File: config.mk
export PLATFORM = sky130hd
export DESIGN_NAME = regfile_fp_sb
export DESIGN_NICKNAME = d
export VERILOG_FILES = /design/src/rtl/fp_rf_pkg.sv /design/src/rtl/regfile_fp_sb_scoreboard.sv /design/src/rtl/regfile_fp_sb.sv
export SDC_FILE = /design/constraint.sdc
export NUM_CORES = 2
export LEC_CHECK = 0
export CORE_UTILIZATION = 25
export CTS_BUF_LIST = sky130_fd_sc_hd__clkbuf_4 sky130_fd_sc_hd__clkbuf_8 sky130_fd_sc_hd__clkbuf_16
export DETAILED_ROUTE_END_ITERATION = 6
export PLACE_DENSITY = 0.35
export SYNTH_ARGS = -nofsm -noshare
export SYNTH_HDL_FRONTEND = slang
export SYNTH_SLANG_ARGS = --single-unit
File: constraint.sdc
create_clock -name clk -period 3.8 [get_ports clk]
set_input_delay 0.57 -clock clk [delete_from_list [all_inputs] [get_ports clk]]
set_output_delay 0.57 -clock clk [all_outputs]
set_load 0.01 [all_outputs]
File: src/rtl/fp_rf_pkg.sv
// Shared types, defaults and write-port arbitration for the FP register file.
// Pure declarations and one combinational helper; no state, no backpressure.
package fp_rf_pkg;

    typedef enum logic {
        CLR_IDLE = 1'b0,
        CLR_RUN  = 1'b1
    } clr_state_t;

    localparam int FP_RF_DATA_W = 16;
    localparam int FP_RF_NREGS  = 32;

    // Helper works on ports/addresses zero-extended to these maxima.
    localparam int FP_RF_MAX_WR = 8;
    localparam int FP_RF_MAX_AW = 8;
    localparam int FP_RF_WIDX_W = 3;

    typedef struct packed {
        logic                    hit;
        logic [FP_RF_WIDX_W-1:0] idx;
    } wsel_t;

    // Highest-numbered enabled port matching addr wins.
    function automatic wsel_t fp_rf_wsel(
        input logic [FP_RF_MAX_WR-1:0]              we,
        input logic [FP_RF_MAX_WR*FP_RF_MAX_AW-1:0] waddr,
        input logic [FP_RF_MAX_AW-1:0]              addr
    );
        wsel_t s;
        s = '0;
        for (int j = 0; j < FP_RF_MAX_WR; j++) begin
            if (we[j] && (waddr[j*FP_RF_MAX_AW +: FP_RF_MAX_AW] == addr)) begin
                s.hit = 1'b1;
                s.idx = j[FP_RF_WIDX_W-1:0];
            end
        end
        return s;
    endfunction

endpackage

File: src/rtl/regfile_fp_sb_scoreboard.sv
// Pending-write scoreboard: busy set the cycle after a reservation, cleared the cycle after a write.
// resv_ready is combinational; a refused reservation is dropped and issue must retry.
module fp_rf_scoreboard #(
    parameter int NREGS = 32,
    parameter int NRD   = 4,
    parameter int AW    = 5
) (
    input  logic              clk,
    input  logic              rst_n,
    input  logic [NRD*AW-1:0] raddr,
    input  logic [NRD-1:0]    rd_hit,
    input  logic [NREGS-1:0]  wr_hit,
    input  logic              resv_valid,
    input  logic [AW-1:0]     resv_addr,
    input  logic              clr_busy,
    input  logic [AW-1:0]     clr_idx,
    output logic [NRD-1:0]    rbusy,
    output logic              resv_ready
);

    logic [NREGS-1:0] busy;
    logic             resv_acc;

    assign resv_ready = !busy[resv_addr] && !clr_busy;
    assign resv_acc   = resv_valid && resv_ready;

    for (genvar r = 0; r < NREGS; r++) begin : g_busy
        logic q;
        // Reservation outranks a same-cycle write so the newer producer stays tracked.
        always_ff @(posedge clk or negedge rst_n) begin
            if (!rst_n)
                q <= 1'b0;
            else if (clr_busy && (clr_idx == AW'(r)))
                q <= 1'b0;
            else if (resv_acc && (resv_addr == AW'(r)))
                q <= 1'b1;
            else if (wr_hit[r])
                q <= 1'b0;
        end
        assign busy[r] = q;
    end

    for (genvar k = 0; k < NRD; k++) begin : g_rbusy
        assign rbusy[k] = busy[raddr[k*AW +: AW]] && !rd_hit[k];
    end

endmodule

File: src/rtl/regfile_fp_sb.sv
// Multi-port FP register file with optional write-to-read bypass, scoreboard and clear engine.
// Zero-latency reads, writes land next edge; during a clear writes and reservations are ignored.
module regfile_fp_sb
    import fp_rf_pkg::*;
#(
    parameter int DATA_W = FP_RF_DATA_W,
    parameter int NREGS  = FP_RF_NREGS,
    parameter int NRD    = 4,
    parameter int NWR    = 2,
    parameter int BYPASS = 1,
    localparam int AW    = $clog2(NREGS)
) (
    input  logic                  clk,
    input  logic                  rst_n,
    input  logic [NRD*AW-1:0]     raddr,
    output logic [NRD*DATA_W-1:0] rdata,
    output logic [NRD-1:0]        rbusy,
    input  logic [NWR-1:0]        we,
    input  logic [NWR*AW-1:0]     waddr,
    input  logic [NWR*DATA_W-1:0] wdata,
    input  logic                  resv_valid,
    input  logic [AW-1:0]         resv_addr,
    output logic                  resv_ready,
    input  logic                  clr_req,
    output logic                  clr_busy,
    output logic                  clr_done
);

    clr_state_t       state, state_nxt;
    logic [AW-1:0]    clr_idx;
    logic             clr_run;
    logic [NWR-1:0]   we_eff;
    logic [FP_RF_MAX_WR-1:0]              we_x;
    logic [FP_RF_MAX_WR*FP_RF_MAX_AW-1:0] waddr_x;
    logic [DATA_W-1:0] mem [NREGS];
    logic [NREGS-1:0]  wr_hit;
    logic [NRD-1:0]    rd_hit;

    assign clr_run  = (state == CLR_RUN);
    assign clr_busy = clr_run;
    assign we_eff   = clr_run ? '0 : we;

    always_comb begin
        we_x    = '0;
        waddr_x = '0;
        for (int j = 0; j < NWR; j++) begin
            we_x[j] = we_eff[j];
            waddr_x[j*FP_RF_MAX_AW +: FP_RF_MAX_AW] = FP_RF_MAX_AW'(waddr[j*AW +: AW]);
        end
    end

    for (genvar r = 0; r < NREGS; r++) begin : g_reg
        wsel_t             ws;
        logic [DATA_W-1:0] q;
        assign ws = fp_rf_wsel(we_x, waddr_x, FP_RF_MAX_AW'(r));
        always_ff @(posedge clk or negedge rst_n) begin
            if (!rst_n)
                q <= '0;
            else if (clr_run && (clr_idx == AW'(r)))
                q <= '0;
            else if (ws.hit)
                q <= wdata[ws.idx*DATA_W +: DATA_W];
        end
        assign mem[r]    = q;
        assign wr_hit[r] = ws.hit;
    end

    for (genvar k = 0; k < NRD; k++) begin : g_rd
        wsel_t rs;
        assign rs        = fp_rf_wsel(we_x, waddr_x, FP_RF_MAX_AW'(raddr[k*AW +: AW]));
        assign rd_hit[k] = (BYPASS != 0) && rs.hit;
        assign rdata[k*DATA_W +: DATA_W] = rd_hit[k] ? wdata[rs.idx*DATA_W +: DATA_W]
                                                      : mem[raddr[k*AW +: AW]];
    end

    fp_rf_scoreboard #(
        .NREGS (NREGS),
        .NRD   (NRD),
        .AW    (AW)
    ) u_sb (
        .clk        (clk),
        .rst_n      (rst_n),
        .raddr      (raddr),
        .rd_hit     (rd_hit),
        .wr_hit     (wr_hit),
        .resv_valid (resv_valid),
        .resv_addr  (resv_addr),
        .clr_busy   (clr_busy),
        .clr_idx    (clr_idx),
        .rbusy      (rbusy),
        .resv_ready (resv_ready)
    );

    always_ff @(posedge clk or negedge rst_n) begin
        if (!rst_n)
            state <= CLR_IDLE;
        else
            state <= state_nxt;
    end

    always_ff @(posedge clk or negedge rst_n) begin
        if (!rst_n)
            clr_idx <= '0;
        else if (clr_run)
            clr_idx <= clr_idx + 1'b1;
        else if (clr_req)
            clr_idx <= '0;
    end

    always_comb begin
        state_nxt = state;
        clr_done  = 1'b0;
        case (state)
            CLR_IDLE: if (clr_req) state_nxt = CLR_RUN;
            CLR_RUN: begin
                if (clr_idx == AW'(NREGS-1)) begin
                    clr_done  = 1'b1;
                    state_nxt = CLR_IDLE;
                end
            end
            default: state_nxt = CLR_IDLE;
        endcase
    end

endmodule

* Word-level counts from Yosys, hierarchy flattened
Index checks and enable logic that the tools add are counted.
** Operators by class
- Equality and inequality tests :: 132
- Add/sub/neg operators :: 1
- Mux-type cells :: 266
- Shifts and indexed selects :: 36
- Divide/modulo/power cells :: 0
- Multiply operators :: 0
- Magnitude comparators :: 9
- Bitwise gates (word level) :: 5
- Reduce and logical (&&, ||, !) cells :: 217
** Operator list (number)
- $mux W16 :: 76
- $shiftx A32 B8 Y16 :: 36
- $bmux W16 S5 :: 4
- $eq A5 B5 Y1 const B :: 64
- $mux W4 :: 72
- $eq A5 B4 Y1 const B :: 32
- $logic_and A1 B1 Y1 :: 142
- $mux W1 :: 105
- $reduce_bool A3 Y1 :: 32
- $eq A5 B3 Y1 const B :: 16
- $reduce_bool A2 Y1 :: 33
- $eq A5 B2 Y1 const B :: 8
- $eq A5 B5 Y1 :: 8
- $lt A5 B6 Y1 const B :: 5
- $bmux W1 S5 :: 5
- $ge A6 B6 Y1 const B :: 4
- $not A5 Y6 :: 4
- $eq A5 B1 Y1 const B :: 4
- $logic_not A8 Y1 :: 2
- $logic_not A5 Y1 :: 2
- $mux W5 :: 2
- $logic_not A1 Y1 :: 6
- $add A5 B1 Y5 const B :: 1
- $mux W2 :: 1
- 2 further kinds :: 2
** Word-level totals
- Memory bits (writable) :: 0
- Input port bits :: 73
- Output and inout bits :: 71
- Memories kept :: 0
- Bits in registers :: 550
- Bits in read-only memories :: 0
- Logic and storage cells :: 732
- Bits in latches :: 0

* Logic depth before layout (Yosys ltp)
- Depth in word-level cells :: 8
- Mapped depth :: 10
- Depth with buffers taken out :: 7

* Modules after synthesis
From an unflattened synthesis, not the netlist that was laid out.
** Second synthesis, totals
- Cell total of the unflattened synthesis :: 3755
- Area total of the unflattened synthesis :: 46657.2 µm²
** Modules (own cells, without submodules)
- regfile_fp_sb :: sequential area each 12962.4 µm², times used 1, area an instance 43599.3 µm², cells an instance 3481
- fp_rf_scoreboard :: sequential area each 800.8 µm², times used 1, area an instance 3057.9 µm², cells an instance 274

* Worst setup path after synthesis
OpenSTA, ideal clock, no wires.
- Kind :: input to output
- Start :: input raddr[5]
- End :: output rdata[20]
- Cell stages on the path :: 8
- Required time :: 3.230 ns
- Data arrival time :: 2.554 ns
- Path slack :: 0.676 ns
- Path buffers :: 3
- Path through :: buf_2 buf_2 buf_2 mux4_2 mux2_2 o22ai_1 nor4_1 a221o_1
** On the way
- Cells in the longest elaborated chain, start to end :: 5
- Elaborated cells on any way between the ends :: 12
- Classes of those cells :: 2 x eq/ne; 1 x shift; 6 x mux; 1 x bitwise; 2 x reduce/logical
** RTL lines
- from (decl) :: line regfile_fp_sb.sv:15 : input logic [NRD*AW-1:0] raddr,
- $eq A5 B5 Y1 / $not A5 Y6 (equally long branches) :: line fp_rf_pkg.sv:32, regfile_fp_sb.sv:73
- $logic_and A1 B1 Y1 / $bmux W16 S5 (equally long branches) :: line fp_rf_pkg.sv:32, regfile_fp_sb.sv:73
- $mux W4 / $mux W16 (equally long branches) :: line fp_rf_pkg.sv:32, regfile_fp_sb.sv:73
- $shiftx A32 B8 Y16 (tied with other cells) :: line regfile_fp_sb.sv:72 : assign rdata[k*DATA_W +: DATA_W] = rd_hit[k] ? wdata[rs.idx*DATA_W +: DATA_W]
- $mux W16 * :: line regfile_fp_sb.sv:72
- to (decl) :: line regfile_fp_sb.sv:16 : output logic [NRD*DATA_W-1:0] rdata,
Every way passes the cells marked *; elsewhere a longest branch is shown, timed or not. The select of a mux whose other input is x is not followed.

* Worst setup path in the final report
- Start :: input raddr[0]
- End :: output rdata[9]
The elaborated chain is that of the path after synthesis.

==> results.py <==
metrics = {
    "global_route": {
        "overflow": 0,
        "grt_pass1_vias": 46300,
        "grt_pass1_wl_mm": 470,
        "antenna_found_initial": 32,
        "grt_max_degree": 101,
        "grtUsageTotal": 0.378,
    },
    "floorplan": {
        "fp-row-count": 158,
        "die_w_um": 434,
        "start_util": 0.252,
        "fp.dieH_um": 434,
        "dieArea_mm2": 0.188,
        "core_mm2": 0.185,
        "num_io_pins": 144,
    },
    "yosys": {
        "ys_seq_elements": 550,
        "syn_nets": 4643,
        "async_reset_ff_frac": 1.00,
        "yosysTopAreaCellShare": 0.295,
        "synth_edf_count": 0,
        "ys_seq_area_frac": 0.295,
        "yosysTopAreaCell": "dfrtp_1",
        "syn_area_per_cell_um2": 10.2,
        "synth_area_leaders": "dfrtp_1 30%, mux4_2 23%, mux2i_1 9.9%",
        "syn_area_mm2": 0.0466,
        "postSynthCellCount": 4564,
        "yosysWarnings": 0,
        "synth.distinct_cells": 79,
        "ys.flop_type": "dfrtp_1",
    },
    "pwr": {
        "power.density_mw_per_mm2": 465,
        "total_leakage_power_nw": 25.7,
        "ir_worst_vdd_mv": 0.562,
    },
    "sta": {
        "maxSlewViolCount": 0,
        "fin_skew_ps": 22.8,
        "worstMarginPinSlew_ps": 1230,
        "hold_viol": 0,
        "rsz0062_at_grt": "true",
        "period_needed_ps": 3870,
        "setup_viol": 4,
        "fmaxAchievable_mhz": 259,
        "fin_crit_sh": 1.02,
        "fin_ws_ps": -66.5,
        "slew-limit-headroom": 0.177,
    },
    "critical_path": {
        "crit_start": "raddr[0]",
        "path_max_fanout": 11,
        "reg2reg_from": "clr_busy",
        "critPathKind": "in2out",
        "required_ps": 3230,
        "end_kind": "output pin",
        "crit_path_start_kind": "input port",
        "arrival_ps": 3300,
    },
    "route": {
        "dr_total_vias": 49500,
        "wl_per_cell_um": 46.5,
        "via_per_inst": 6.38,
        "drc": 0,
        "drt-total-wl_mm": 361,
        "ant_nets": 0,
        "firstDrtPassIters": 6,
        "first_iter_violations": 6957,
    },
    "cts": {
        "clock-root-buffer": "clkbuf_16",
        "cts-htree-levels": 3,
        "cts_sinks": 550,
        "clock_path_buffers": 3,
        "cts_buffers": 78,
        "clkTransAtPathRegs_ps": 60,
        "clock_latency_ps": 730,
        "cts_tree": "yes",
    },
    "cells_and_area": {
        "final_cell_mix": "830 x buf_4, 526 x nor2_1, 498 x dfrtp_1",
        "layout-drive-gt1-share": 0.376,
        "nFillCells": 18900,
        "final_common_cell": "buf_4",
        "final_util": 0.332,
        "syn_to_final_growth_pct": 31.9,
        "nets": 5284,
    },
    "place": {
        "gp_congestion": 1.08,
        "hpwlAfterDp_mm": 268,
        "portBuffers": 143,
        "pre_cts_slack_ps": -1100,
    },
    "run_status": {
        "status": "complete, but fails checks",
        "violations": "setup timing",
    },
    "hold_path": {
        "hp-class": "in2reg",
        "min_from": "wdata[20]",
    },
    "run": {
        "drv_cap": 0,
    },
}
timing repair:
| action | in CTS | in global routing |
|---|---|---|
| setup endpoints to repair | 69 | 23 |
| hold endpoints to repair | 45 | 0 |
| pin swaps | 32 | 8 |
| cloned | 1 | 1 |
| resized for setup | 323 | 41 |
| hold buffers | 1 | 0 |
| setup buffers | 70 | 18 |
flip-flops by register name, indices dropped and copies added, names as in the netlist:
name and flops:
clr_busy 1, g.q 512, clr_idx 5, u_sb.g_busy.q 32
worst max-delay path: stages:
cell,delay [ps]
buf_8,130
buf_12,160
buf_16,170
buf_4,190
mux2i_2,230
a221oi_4,460
buf_4,200
a21oi_1,110
o2111a_1,280
a221oi_1,250
buf_4,220
dlygate4sd2_1,290
layer usage:
layer | up-vias | share of wire | track usage
met2 | 3501 | 0.44 | 0.578
li1 | 19100 | - | -
met3 | 844 | 0.085 | 0.0776
met4 | 8 | 0.091 | 0.274
met1 | 26100 | 0.39 | 0.473
met5 | - | 0.00014 | 0
path summary, 6_finish.rpt:
check,end,slack (ps),cells past startpoint
min in group asynchronous,g_reg[14].q[1],410,2
hold reg to reg,g_reg[27].q[4],520,1
setup reg to reg,g_reg[8].q[5],580,5
max in group asynchronous,g_reg[18].q[10],2250,4
setup / recovery,rdata[9],-70,12
hold / removal,g_reg[8].q[4],280,3
logic make-up (layout without fill, tap and decap cells):
group	Yosys count	count (layout)	synth area share
xor gates and xnor gates	39	39	0.00733
muxes	1045	1045	0.358
buffers and inverters	607	1308	0.0561
AOI/OAI and AO/OA	1068	1068	0.159
adders and majority gates	6	6	0.00161
other	0	14	0
DFF	550	550	0.295
and+or+nand+nor	1249	1249	0.123
layout make-up:
cell class	instances	area [um^2]	share of cell area
multi-input cells	3407	31400	0.511
flip-flops and latches	550	13800	0.225
repair buffers	1111	10100	0.165
well taps	2480	3100	0.0505
clock buffers	116	2370	0.0386
clock inverters	24	333	0.00542
inverters	57	216	0.00352
diodes	14	35.0	0.000570
report_power, final:
group | leakage [nW] | internal [mW] | switching (mW)
clock | 1.35 | 4.79 | 3.33
sequential | 7.53 | 7.08 | 2.00
combinational | 16.8 | 4.94 | 6.45
metrics by stage:
step                TNS [ps]  cells  area [um^2]  hold slack, ps  power (mW)
floorplan                  0   4564        46600             274        13.5
global placement      -33240   7515        56800             546        19.6
detailed placement    -32450   7515        56800             547        19.7
CTS                        0   7726        61100             237        28.2
global route           -49.5   7746        61400             256        29.1
finish                 -98.6   7759        61400             280        28.6
Yosys cell counts (42+ instances only):
cell       count
a221oi_1      46
clkbuf_1     350
o2bb2ai_1     96
mux2i_1      463
mux2_2        95
o21ai_0       69
buf_2         88
nand2_1      284
a21oi_1      230
dfrtp_1      550
nor2_1       535
buf_1         66
inv_1         52
nand3_1      155
o22ai_1       88
a221o_1       70
nor4_1        42
a211oi_1     192
mux4_2       481
a31oi_1      161
(Power assumes the default switching activity.)
